==> src/rtl/uart_tx_driver.sv <==
// Testbench-side UART transmitter: byte FIFO feeding an 8-bit serialiser
// (start, LSB-first data, optional parity, 1-2 stop bits) timed by a 16x baud tick.
module uart_tx_driver #(
  parameter int DEPTH     = 16,
  parameter int STOP_BITS = 1
) (
  input  logic                       clk_i,
  input  logic                       rst_i,
  input  logic                       tx_enable,
  input  logic                       tick_baud_x16,
  input  logic                       parity_enable,
  input  logic                       parity_odd,
  input  logic                       wr_valid,
  input  logic [7:0]                 wr_data,
  output logic                       wr_ready,
  output logic                       tx,
  output logic                       busy,
  output logic                       frame_done,
  output logic [$clog2(DEPTH+1)-1:0] level
);
  localparam int AW = $clog2(DEPTH);
  localparam int LW = $clog2(DEPTH+1);

  typedef enum logic [2:0] {IDLE, START, DATA, PARITY, STOP} state_t;

  state_t        state, state_nxt;
  logic [7:0]    mem [DEPTH];
  logic [AW-1:0] wptr, rptr;
  logic [3:0]    tick_cnt, tick_cnt_nxt;
  logic [2:0]    bit_cnt, bit_cnt_nxt;
  logic          stop_cnt, stop_cnt_nxt;
  logic [7:0]    shreg, shreg_nxt;
  logic          par_en, par_en_nxt;
  logic          par_bit, par_bit_nxt;
  logic          tx_nxt, done_nxt;
  logic          push, pop, bit_end, can_load, last_stop;

  assign wr_ready  = (level != LW'(DEPTH));
  assign push      = wr_valid && wr_ready;
  assign bit_end   = tick_baud_x16 && (tick_cnt == 4'hf);
  assign can_load  = tx_enable && (level != '0);
  assign last_stop = (STOP_BITS == 1) || stop_cnt;

  always_comb begin
    state_nxt    = state;
    tick_cnt_nxt = tick_cnt;
    bit_cnt_nxt  = bit_cnt;
    stop_cnt_nxt = stop_cnt;
    shreg_nxt    = shreg;
    par_en_nxt   = par_en;
    par_bit_nxt  = par_bit;
    tx_nxt       = tx;
    done_nxt     = 1'b0;
    pop          = 1'b0;
    if (state != IDLE && tick_baud_x16) tick_cnt_nxt = tick_cnt + 4'd1;
    case (state)
      IDLE:   if (tick_baud_x16 && can_load) pop = 1'b1;
      START:  if (bit_end) begin
        state_nxt   = DATA;
        tx_nxt      = shreg[0];
        bit_cnt_nxt = 3'd0;
      end
      DATA:   if (bit_end) begin
        if (bit_cnt == 3'd7) begin
          state_nxt    = par_en ? PARITY : STOP;
          tx_nxt       = par_en ? par_bit : 1'b1;
          stop_cnt_nxt = 1'b0;
        end else begin
          shreg_nxt   = {1'b0, shreg[7:1]};
          tx_nxt      = shreg[1];
          bit_cnt_nxt = bit_cnt + 3'd1;
        end
      end
      PARITY: if (bit_end) begin
        state_nxt    = STOP;
        tx_nxt       = 1'b1;
        stop_cnt_nxt = 1'b0;
      end
      STOP:   if (bit_end) begin
        if (last_stop) begin
          done_nxt = 1'b1;
          // chain straight into the next frame so there is no idle gap
          if (can_load) pop = 1'b1;
          else          state_nxt = IDLE;
        end else begin
          stop_cnt_nxt = 1'b1;
        end
      end
      default: state_nxt = IDLE;
    endcase
    if (pop) begin
      state_nxt    = START;
      tx_nxt       = 1'b0;
      tick_cnt_nxt = 4'd0;
      shreg_nxt    = mem[rptr];
      par_en_nxt   = parity_enable;
      par_bit_nxt  = (^mem[rptr]) ^ parity_odd;
    end
  end

  always_ff @(posedge clk_i) begin
    if (rst_i) begin
      state      <= IDLE;
      tick_cnt   <= 4'd0;
      bit_cnt    <= 3'd0;
      stop_cnt   <= 1'b0;
      shreg      <= 8'h00;
      par_en     <= 1'b0;
      par_bit    <= 1'b0;
      tx         <= 1'b1;
      busy       <= 1'b0;
      frame_done <= 1'b0;
      level      <= '0;
      wptr       <= '0;
      rptr       <= '0;
    end else begin
      state      <= state_nxt;
      tick_cnt   <= tick_cnt_nxt;
      bit_cnt    <= bit_cnt_nxt;
      stop_cnt   <= stop_cnt_nxt;
      shreg      <= shreg_nxt;
      par_en     <= par_en_nxt;
      par_bit    <= par_bit_nxt;
      tx         <= tx_nxt;
      busy       <= (state_nxt != IDLE);
      frame_done <= done_nxt;
      level      <= level + LW'(push) - LW'(pop);
      if (push) wptr <= wptr + AW'(1);
      if (pop)  rptr <= rptr + AW'(1);
    end
  end

  always_ff @(posedge clk_i) begin
    if (push) mem[wptr] <= wr_data;
  end
endmodule

==> config.mk <==
export PLATFORM = sky130hd
export DESIGN_NAME = uart_tx_driver
export DESIGN_NICKNAME = d
export VERILOG_FILES = /design/src/rtl/uart_tx_driver.sv
export SDC_FILE = /design/constraint.sdc
export NUM_CORES = 1
export LEC_CHECK = 0
export ABC_AREA = 1
export ABC_CLOCK_PERIOD_IN_PS = 2400
export BUFFER_PORTS_ARGS = -buffer_cell sky130_fd_sc_hd__buf_2
export CORE_MARGIN = 1
export CORE_UTILIZATION = 56
export CTS_BUF_LIST = sky130_fd_sc_hd__clkbuf_16
export DETAILED_ROUTE_END_ITERATION = 10
export GPL_ROUTABILITY_DRIVEN = 0
export PLACE_DENSITY = 0.76
export SKIP_CTS_REPAIR_TIMING = 1
export SLEW_MARGIN = 20
export SYNTH_ARGS = -nofsm -noshare
export SYNTH_HDL_FRONTEND = slang
export SYNTH_SLANG_ARGS = --single-unit
==> constraint.sdc <==
create_clock -name clk_i -period 2.4 [get_ports clk_i]
set_input_delay 0.24 -clock clk_i [delete_from_list [all_inputs] [get_ports clk_i]]
set_output_delay 0.24 -clock clk_i [all_outputs]
set_load 0.05 [all_outputs]
==> flow_results.xml, run 1 <==
<?xml version="1.0" encoding="UTF-8"?>
<metrics>
  <group name="floorplan">
    <metric name="num_rows" unit="">41</metric>
    <metric name="floorplan.initialDensity" unit="">0.5832</metric>
    <metric name="io_pins" unit="">24</metric>
    <metric name="core" unit="um^2">12820</metric>
    <metric name="die_width" unit="um">117.6</metric>
    <metric name="dieArea" unit="um^2">13820</metric>
    <metric name="die_height" unit="um">117.6</metric>
  </group>
  <group name="global_routing">
    <metric name="antenna_found_initial" unit="">0</metric>
    <metric name="first_global_vias" unit="">5166</metric>
    <metric name="grt_first_pass_wirelength" unit="mm">25.68</metric>
    <metric name="grt_max_degree" unit="">63</metric>
    <metric name="groute.usage.overall" unit="">0.2433</metric>
    <metric name="grt.overflow.total" unit="">0</metric>
  </group>
  <group name="sta">
    <metric name="hold_slack" unit="ns">0.07805</metric>
    <metric name="rel_slew_slack" unit="">0.5936</metric>
    <metric name="post-route-period-util" unit="">0.9769</metric>
    <metric name="hold_viol_final" unit="">0</metric>
    <metric name="finalMaxSlewViolations" unit="">0</metric>
    <metric name="finalSetupTns" unit="ns">0</metric>
    <metric name="fmax" unit="GHz">0.4265</metric>
    <metric name="worst_pin_slew" unit="ns">0.6090</metric>
    <metric name="period_minus_slack" unit="ns">2.345</metric>
    <metric name="grt_setup_unrepaired" unit="">yes</metric>
    <metric name="clock-skew-final" unit="ns">0.01020</metric>
    <metric name="setup_viol" unit="">0</metric>
    <metric name="fin_ws" unit="ns">0.05537</metric>
  </group>
  <group name="finish">
    <metric name="final_util" unit="">0.6711</metric>
    <metric name="design.final.nets" unit="">840</metric>
    <metric name="num-fill-cells" unit="">968</metric>
    <metric name="final_layout_size_suffix_gt1_frac" unit="">0.1650</metric>
    <metric name="synthToLayoutAreaGrowth" unit="%">15.07</metric>
    <metric name="finish.cell_count_without_fillers" unit="">996</metric>
    <metric name="finish.instance_area" unit="um^2">8607</metric>
    <metric name="multi_input_area" unit="um^2">2341</metric>
    <metric name="antenna_diode_count" unit="">0</metric>
    <metric name="layout.area.seq" unit="um^2">4662</metric>
  </group>
  <group name="worst_hold_path">
    <metric name="hold_path_startpoint" unit="">parity_enable</metric>
    <metric name="hold_path_class" unit="">in -&gt; reg</metric>
  </group>
  <group name="logic_synthesis">
    <metric name="synth_most_common_cell" unit="">sky130_fd_sc_hd__nand2_1</metric>
    <metric name="cell_count_after_synthesis" unit="">765</metric>
    <metric name="yosys-top-cells-count" unit="">sky130_fd_sc_hd__nand2_1, sky130_fd_sc_hd__edfxtp_1, sky130_fd_sc_hd__inv_1</metric>
    <metric name="ys.flop_type" unit="">sky130_fd_sc_hd__edfxtp_1</metric>
    <metric name="synth.yosys.seq_area_share" unit="">0.6209</metric>
    <metric name="largest_cells_by_area_after_synthesis" unit="">sky130_fd_sc_hd__edfxtp_1, sky130_fd_sc_hd__dfxtp_1, sky130_fd_sc_hd__nand2_1, sky130_fd_sc_hd__nand3_1, sky130_fd_sc_hd__inv_1</metric>
    <metric name="proportion_of_netlist_area_held_by_the_largest_area_contributor" unit="">0.5139</metric>
    <metric name="synth_nets" unit="">794</metric>
    <metric name="yosysWarnings" unit="">0</metric>
    <metric name="share_of_flip_flops_with_an_asynchronous_set_or_reset" unit="">0</metric>
    <metric name="synth_area_per_cell" unit="um^2">9.777</metric>
    <metric name="synth_largest_area_cell" unit="">sky130_fd_sc_hd__edfxtp_1</metric>
    <metric name="synth_area" unit="um^2">7480</metric>
    <metric name="synth_cell_types" unit="">38</metric>
    <metric name="synth_edf_count" unit="">128</metric>
    <metric name="synth_seq_cells" unit="">168</metric>
  </group>
  <group name="route">
    <metric name="wirelength_met1" unit="mm">6.841</metric>
    <metric name="dr.max_layer_used" unit="">met4</metric>
    <metric name="detail-route-antenna-nets" unit="">0</metric>
    <metric name="drc" unit="">0</metric>
    <metric name="dr_wl_met3" unit="um">987</metric>
    <metric name="drt-pass1-iter-count" unit="">5</metric>
    <metric name="dr_total_vias" unit="">5465</metric>
    <metric name="wl_per_cell" unit="um">16.18</metric>
    <metric name="wirelength" unit="mm">16.12</metric>
    <metric name="violation_count_after_the_first_detailed_route_iteration" unit="">529</metric>
    <metric name="met2_length" unit="mm">7.951</metric>
    <metric name="detail_route.vias_per_cell" unit="">5.487</metric>
  </group>
  <group name="setup_path">
    <metric name="worst-endpoint-arrival" unit="ns">2.65</metric>
    <metric name="critical_path.startpoint_type" unit="">flop</metric>
    <metric name="worstPathRequired" unit="ns">2.70</metric>
    <metric name="timing.critical_path.from" unit="">tick_cnt[1]$_SDFFE_PP0P_</metric>
    <metric name="worst_setup_path_end_kind" unit="">flop</metric>
    <metric name="cp_max_fo" unit="">3</metric>
    <metric name="path_class" unit="">reg -&gt; reg</metric>
    <metric name="worst_reg_to_reg_path_cell_count" unit="">18</metric>
    <metric name="reg2reg_from" unit="">tick_cnt[1]$_SDFFE_PP0P_</metric>
    <metric name="regToRegSetupSlack" unit="ns">0.06</metric>
    <metric name="rr_endpoint" unit="">level[4]$_SDFF_PP0_</metric>
    <metric name="cp-endpoint" unit="">level[4]$_SDFF_PP0_</metric>
  </group>
  <group name="outcome">
    <metric name="outcome" unit="">completed</metric>
  </group>
  <group name="placement">
    <metric name="detailedPlacementHpwl" unit="mm">10.30</metric>
    <metric name="placed_insts" unit="">959</metric>
    <metric name="placement.cell_area" unit="um^2">7923</metric>
    <metric name="detailedPlace.worstSlack" unit="ns">-0.06919</metric>
    <metric name="port-buffer-count" unit="">23</metric>
  </group>
  <group name="clocking">
    <metric name="root_buffer" unit="">sky130_fd_sc_hd__clkbuf_16</metric>
    <metric name="cts_max_level" unit="">4</metric>
    <metric name="clk_transition_reported_paths" unit="ns">0.06</metric>
    <metric name="worst_skew_pair.late_latency" unit="ns">0.43</metric>
    <metric name="cts.path.max_buffers" unit="">2</metric>
    <metric name="numClockSinks" unit="">168</metric>
    <metric name="cts_bufs_inserted" unit="">17</metric>
    <metric name="tritoncts" unit="">yes</metric>
  </group>
  <group name="pwr">
    <metric name="power.total" unit="mW">8.070</metric>
    <metric name="vdd.ir_drop.worst" unit="mV">0.5559</metric>
    <metric name="p_leak" unit="nW">3.501</metric>
    <metric name="powerDensity" unit="nW/um^2">937.6</metric>
  </group>
  <group name="run">
    <metric name="maxCapViolCount" unit="">0</metric>
  </group>
</metrics>
-- critical path: stages (launching register included) --
cell                       delay, ns
sky130_fd_sc_hd__dfxtp_4        0.36
sky130_fd_sc_hd__ha_4           0.13
sky130_fd_sc_hd__nand2_2        0.04
sky130_fd_sc_hd__inv_2          0.06
sky130_fd_sc_hd__nand3_2        0.08
sky130_fd_sc_hd__inv_2          0.08
sky130_fd_sc_hd__nand2_2        0.06
sky130_fd_sc_hd__nand2_2        0.10
sky130_fd_sc_hd__nand2_4        0.07
sky130_fd_sc_hd__nor2_4         0.09
sky130_fd_sc_hd__inv_2          0.05
sky130_fd_sc_hd__nand2_2        0.09
sky130_fd_sc_hd__ha_4           0.14
sky130_fd_sc_hd__inv_2          0.04
sky130_fd_sc_hd__fa_2           0.38
sky130_fd_sc_hd__nor3_2         0.19
sky130_fd_sc_hd__a211oi_2       0.07
sky130_fd_sc_hd__o21ai_1        0.13
sky130_fd_sc_hd__a21oi_1        0.05
-- flip-flops by register name, summed over array words and instances, names as in the netlist, 3 cells and up, named ones only --
signal / count
bit_cnt: 3
mem: 128
state: 3
wptr: 4
level: 5
tick_cnt: 4
rptr: 4
shreg: 8
-- cells by family (layout without fill, tap and decap cells) --
logic type,after synthesis,after routing,share of synthesized area
DFF,168,168,0.6209
xor gates and xnor gates,4,4,0.004685
and+or+nand+nor,338,338,0.1925
AOI/OAI and AO/OA,105,105,0.07963
adders and majority gates,14,14,0.02442
buffers and inverters,136,195,0.07778
-- report_power, final --
group / total (mW) / internal, mW / switching, mW
Combinational: 1.95 / 0.649 / 1.30
Sequential: 3.42 / 3.31 / 0.111
Clock: 2.70 / 1.62 / 1.08
Total: 8.07 / 5.58 / 2.49
-- layer usage --
metal  up-vias  global-route usage
met4         0              0.1090
met3        33             0.04990
li1       2645                   -
met1      2591              0.3186
met2       196              0.3928
met5         -                   0
-- layout make-up --
cell class / count / area share
clock inverter: 15 / 0.01875
clock buffer: 17 / 0.04943
sequential: 168 / 0.5416
multi-input combinational: 461 / 0.2720
tap: 172 / 0.02500
timing repair buffer: 58 / 0.04681
inverter: 105 / 0.04637
-- cell usage in the layout (no fill, tap or decap), types with 3 or more instances in the layout --
master and instances:
sky130_fd_sc_hd__dfxtp_4 3, sky130_fd_sc_hd__ha_1 10, sky130_fd_sc_hd__buf_4 33, sky130_fd_sc_hd__nor2_1 82
sky130_fd_sc_hd__xor2_1 3, sky130_fd_sc_hd__nand3_1 74, sky130_fd_sc_hd__dfxtp_2 5, sky130_fd_sc_hd__edfxtp_1 128
sky130_fd_sc_hd__nand2_2 11, sky130_fd_sc_hd__nand2_1 145, sky130_fd_sc_hd__o211ai_1 16, sky130_fd_sc_hd__clkbuf_16 17
sky130_fd_sc_hd__a21oi_1 27, sky130_fd_sc_hd__o21ai_1 12, sky130_fd_sc_hd__clkinvlp_4 3, sky130_fd_sc_hd__ha_4 3
sky130_fd_sc_hd__inv_2 12, sky130_fd_sc_hd__nor3_1 5, sky130_fd_sc_hd__inv_1 95, sky130_fd_sc_hd__buf_2 23
sky130_fd_sc_hd__o21ai_0 39, sky130_fd_sc_hd__bufinv_16 3, sky130_fd_sc_hd__nor2_2 5, sky130_fd_sc_hd__dfxtp_1 32
sky130_fd_sc_hd__a31oi_1 4
-- worst min path at each step --
| stage | endpoint | slack (ns) | cells past startpoint |
|---|---|---|---|
| after detailed placement | shreg[7]$_SDFFE_PP0P_ | 0.46 | 2 |
| after global routing | par_en$_SDFFE_PP0P_ | 0.08 | 3 |
| after global placement | shreg[7]$_SDFFE_PP0P_ | 0.45 | 2 |
| after CTS | par_en$_SDFFE_PP0P_ | 0.07 | 3 |
| final | par_en$_SDFFE_PP0P_ | 0.08 | 3 |
| after floorplan | mem[0][0]$_DFFE_PP_ | 0.34 | 0 |
Power figures use the tool's default switching activity.
==> run 2: changes to the inputs <==
--- a/config.mk
+++ b/config.mk
@@ -5,15 +5,13 @@
 export SDC_FILE = /design/constraint.sdc
 export NUM_CORES = 1
 export LEC_CHECK = 0
-export ABC_AREA = 1
 export ABC_CLOCK_PERIOD_IN_PS = 2400
 export BUFFER_PORTS_ARGS = -buffer_cell sky130_fd_sc_hd__buf_2
 export CORE_MARGIN = 1
-export CORE_UTILIZATION = 56
+export CORE_UTILIZATION = 55
 export CTS_BUF_LIST = sky130_fd_sc_hd__clkbuf_16
 export DETAILED_ROUTE_END_ITERATION = 10
-export GPL_ROUTABILITY_DRIVEN = 0
-export PLACE_DENSITY = 0.76
+export PLACE_DENSITY = 0.75
 export SKIP_CTS_REPAIR_TIMING = 1
 export SLEW_MARGIN = 20
 export SYNTH_ARGS = -nofsm -noshare
==> run 2 against run 1 <==
- the flow now finishes with violations (setup timing)
- critical path depth fell by 10
- critical endpoint is now par_bit$_SDFFE_PP0P_
- highest routed layer unchanged
- largest power group unchanged
- worst setup slack got worse by 0.22 ns
- cell area fell by 4.6%
- cell count fell by 31%
- synthesized area fell by 7.4%
- sequential share of layout area rose by 2.6 points
- critical path type unchanged
- largest cell class unchanged
- first-iteration DRC count fell by 43%
- core utilization rose by 0.42 points
==> flow_results.xml, run 2 <==
<?xml version="1.0" encoding="UTF-8"?>
<metrics>
  <group name="outcome">
    <metric name="outcome" unit="">complete, but fails checks</metric>
    <metric name="violated_checks" unit="">setup timing</metric>
  </group>
  <group name="pwr">
    <metric name="powerDensity" unit="nW/um^2">932.6</metric>
    <metric name="p_leak" unit="nW">2.858</metric>
    <metric name="vdd.ir_drop.worst" unit="mV">0.6920</metric>
  </group>
  <group name="sta">
    <metric name="fmax" unit="GHz">0.3898</metric>
    <metric name="worst_pin_slew" unit="ns">0.6828</metric>
    <metric name="clock-skew-final" unit="ns">0.01947</metric>
    <metric name="period_minus_slack" unit="ns">2.565</metric>
    <metric name="hold_viol_final" unit="">0</metric>
    <metric name="rel_slew_slack" unit="">0.5448</metric>
    <metric name="post-route-period-util" unit="">1.069</metric>
    <metric name="fin_ws" unit="ns">-0.1654</metric>
    <metric name="grt_setup_unrepaired" unit="">yes</metric>
    <metric name="finalMaxSlewViolations" unit="">0</metric>
    <metric name="setup_viol" unit="">2</metric>
  </group>
  <group name="setup_path">
    <metric name="worst-endpoint-arrival" unit="ns">2.85</metric>
    <metric name="worst_setup_path_end_kind" unit="">flop</metric>
    <metric name="path_class" unit="">reg -&gt; reg</metric>
    <metric name="critical_path.startpoint_type" unit="">flop</metric>
    <metric name="cp_max_fo" unit="">8</metric>
    <metric name="worstPathRequired" unit="ns">2.68</metric>
  </group>
  <group name="global_routing">
    <metric name="antenna_found_initial" unit="">0</metric>
    <metric name="first_global_vias" unit="">3963</metric>
    <metric name="groute.usage.overall" unit="">0.2282</metric>
    <metric name="grt_first_pass_wirelength" unit="mm">21.13</metric>
    <metric name="grt.overflow.total" unit="">0</metric>
    <metric name="grt_max_degree" unit="">40</metric>
  </group>
  <group name="logic_synthesis">
    <metric name="yosys-top-cells-count" unit="">sky130_fd_sc_hd__edfxtp_1, sky130_fd_sc_hd__nor2_1, sky130_fd_sc_hd__dfxtp_1</metric>
    <metric name="ys.flop_type" unit="">sky130_fd_sc_hd__edfxtp_1</metric>
    <metric name="yosysWarnings" unit="">0</metric>
    <metric name="synth_edf_count" unit="">128</metric>
    <metric name="synth.yosys.seq_area_share" unit="">0.6703</metric>
    <metric name="synth_most_common_cell" unit="">sky130_fd_sc_hd__edfxtp_1</metric>
    <metric name="cell_count_after_synthesis" unit="">431</metric>
    <metric name="synth_largest_area_cell" unit="">sky130_fd_sc_hd__edfxtp_1</metric>
    <metric name="synth_area" unit="um^2">6929</metric>
    <metric name="synth_cell_types" unit="">40</metric>
    <metric name="largest_cells_by_area_after_synthesis" unit="">sky130_fd_sc_hd__edfxtp_1, sky130_fd_sc_hd__dfxtp_1, sky130_fd_sc_hd__mux4_2, sky130_fd_sc_hd__mux4_1, sky130_fd_sc_hd__nor2_1</metric>
    <metric name="synth_seq_cells" unit="">168</metric>
    <metric name="synth_nets" unit="">460</metric>
    <metric name="proportion_of_netlist_area_held_by_the_largest_area_contributor" unit="">0.5547</metric>
    <metric name="synth_area_per_cell" unit="um^2">16.08</metric>
    <metric name="share_of_flip_flops_with_an_asynchronous_set_or_reset" unit="">0</metric>
  </group>
  <group name="route">
    <metric name="drc" unit="">0</metric>
    <metric name="dr_wl_met3" unit="um">627</metric>
    <metric name="wl_per_cell" unit="um">19.83</metric>
    <metric name="met2_length" unit="mm">6.814</metric>
    <metric name="detail_route.vias_per_cell" unit="">5.738</metric>
    <metric name="detail-route-antenna-nets" unit="">0</metric>
    <metric name="violation_count_after_the_first_detailed_route_iteration" unit="">300</metric>
    <metric name="dr.max_layer_used" unit="">met4</metric>
    <metric name="wirelength_met1" unit="mm">5.825</metric>
    <metric name="wirelength" unit="mm">13.57</metric>
    <metric name="drt-pass1-iter-count" unit="">4</metric>
    <metric name="dr_total_vias" unit="">3925</metric>
  </group>
  <group name="clocking">
    <metric name="clk_transition_reported_paths" unit="ns">0.07</metric>
    <metric name="cts.path.max_buffers" unit="">2</metric>
    <metric name="worst_skew_pair.late_latency" unit="ns">0.43</metric>
    <metric name="tritoncts" unit="">yes</metric>
    <metric name="root_buffer" unit="">sky130_fd_sc_hd__clkbuf_16</metric>
    <metric name="cts_bufs_inserted" unit="">17</metric>
    <metric name="cts_max_level" unit="">4</metric>
    <metric name="numClockSinks" unit="">168</metric>
  </group>
  <group name="finish">
    <metric name="registers.top_by_ff_count" unit="">mem</metric>
    <metric name="antenna_diode_count" unit="">0</metric>
    <metric name="flip_flop_count_of_the_largest_register_all_copies_and_words_added" unit="">128</metric>
    <metric name="design.final.nets" unit="">532</metric>
    <metric name="synthToLayoutAreaGrowth" unit="%">18.53</metric>
    <metric name="finish.instance_area" unit="um^2">8213</metric>
    <metric name="layout.cells.most_common" unit="">sky130_fd_sc_hd__edfxtp_1</metric>
    <metric name="finish.cell_count_without_fillers" unit="">684</metric>
    <metric name="layout.cells.most_common_list" unit="">sky130_fd_sc_hd__edfxtp_1, sky130_fd_sc_hd__nor2_1, sky130_fd_sc_hd__buf_4</metric>
    <metric name="regs_by_ff_count" unit="">mem x128, shreg x8, level x5</metric>
    <metric name="final_layout_size_suffix_gt1_frac" unit="">0.2965</metric>
  </group>
  <group name="placement">
    <metric name="globalplace.congestion" unit="">0.7640</metric>
    <metric name="port-buffer-count" unit="">23</metric>
    <metric name="placement.cell_area" unit="um^2">7546</metric>
    <metric name="placed_insts" unit="">644</metric>
    <metric name="detailedPlacementHpwl" unit="mm">8.949</metric>
  </group>
  <group name="floorplan">
    <metric name="num_rows" unit="">40</metric>
    <metric name="dieArea" unit="um^2">13050</metric>
    <metric name="die_width" unit="um">114.2</metric>
    <metric name="die_height" unit="um">114.2</metric>
    <metric name="core" unit="um^2">12160</metric>
    <metric name="io_pins" unit="">24</metric>
    <metric name="floorplan.initialDensity" unit="">0.5698</metric>
  </group>
  <group name="worst_hold_path">
    <metric name="hold_path_class" unit="">in -&gt; reg</metric>
  </group>
  <group name="run">
    <metric name="maxCapViolCount" unit="">0</metric>
  </group>
</metrics>
## run 2: changes by cell type in the layout (fill, tap and decap cells not counted), moves of 11 or more
cell and change:
sky130_fd_sc_hd__nand2_1 -122, sky130_fd_sc_hd__inv_1 -88, sky130_fd_sc_hd__nand3_1 -63, sky130_fd_sc_hd__nor2_1 -35, sky130_fd_sc_hd__o21ai_0 -35, sky130_fd_sc_hd__mux4_2 +23
sky130_fd_sc_hd__a21oi_1 -14, sky130_fd_sc_hd__o211ai_1 -14, sky130_fd_sc_hd__buf_4 +13, sky130_fd_sc_hd__mux4_1 +13, sky130_fd_sc_hd__o21ai_1 -12, sky130_fd_sc_hd__nand2_2 -11
## run 2: layer usage
layer / up-vias / global-route usage
met3: 22 / 0.05982
met1: 1966 / 0.2950
met5: - / 0
li1: 1806 / -
met4: 0 / 0.09784
met2: 131 / 0.3685
## run 2: area by class of cell
type                    instances  area (um^2)
well taps                     168        210.2
clock inverters                15        142.6
clock buffers                  17        425.4
multi-input cells             233         2182
repair buffers                 74        556.8
inverters                       9        33.78
flip-flops and latches        168         4662
fillers                       824         3949
## run 2: report_power, final
| part | leakage (nW) | internal (mW) | switching, mW |
|---|---|---|---|
| clock | 0.270 | 1.45 | 1.16 |
| combinational | 1.10 | 0.806 | 0.832 |
| sequential | 1.49 | 3.30 | 0.107 |
## run 2: path summary, 6_finish.rpt
kind	cells past startpoint	to	slack (ns)	from
max	8	par_bit$_SDFFE_PP0P_	-0.17	flop
min	3	par_en$_SDFFE_PP0P_	0.05	parity_enable
max reg2reg	8	par_bit$_SDFFE_PP0P_	-0.17	flop
min reg2reg	2	bit_cnt[2]$_SDFFE_PP0P_	0.48	bit_cnt[2]$_SDFFE_PP0P_
## run 2: cell families after synthesis
group | Yosys count | share of synthesized area
fa+ha+maj | 14 | 0.02636
simple gates | 119 | 0.08000
xor+xnor | 17 | 0.02853
buf+inv | 30 | 0.02275
compound gates | 38 | 0.03395
flops | 168 | 0.6703
mux | 45 | 0.1381
## run 2: stage by stage
step                      hold WS, ns  TNS, ns  power [mW]  setup slack (ns)  utilization
after floorplan                0.3252  -0.4709       4.602           -0.2722            -
after global placement         0.4572  -0.1096       4.935          -0.09506       0.6205
after CTS                     0.04428  -0.2648       7.590           -0.1901       0.6672
after global routing          0.05183  -0.4544       7.974           -0.2368       0.6753
final                         0.05206  -0.2451       7.660           -0.1654       0.6753
after detailed placement       0.4765  -0.2364       4.996           -0.1831       0.6205
## run 2: critical path, stage by stage (launching register included)
cell,delay (ns)
sky130_fd_sc_hd__dfxtp_4,0.41
sky130_fd_sc_hd__buf_12,0.15
sky130_fd_sc_hd__buf_4,0.11
sky130_fd_sc_hd__mux4_2,0.48
sky130_fd_sc_hd__mux4_2,0.50
sky130_fd_sc_hd__xnor3_1,0.23
sky130_fd_sc_hd__xnor3_1,0.38
sky130_fd_sc_hd__nand2_1,0.09
sky130_fd_sc_hd__a21oi_1,0.08
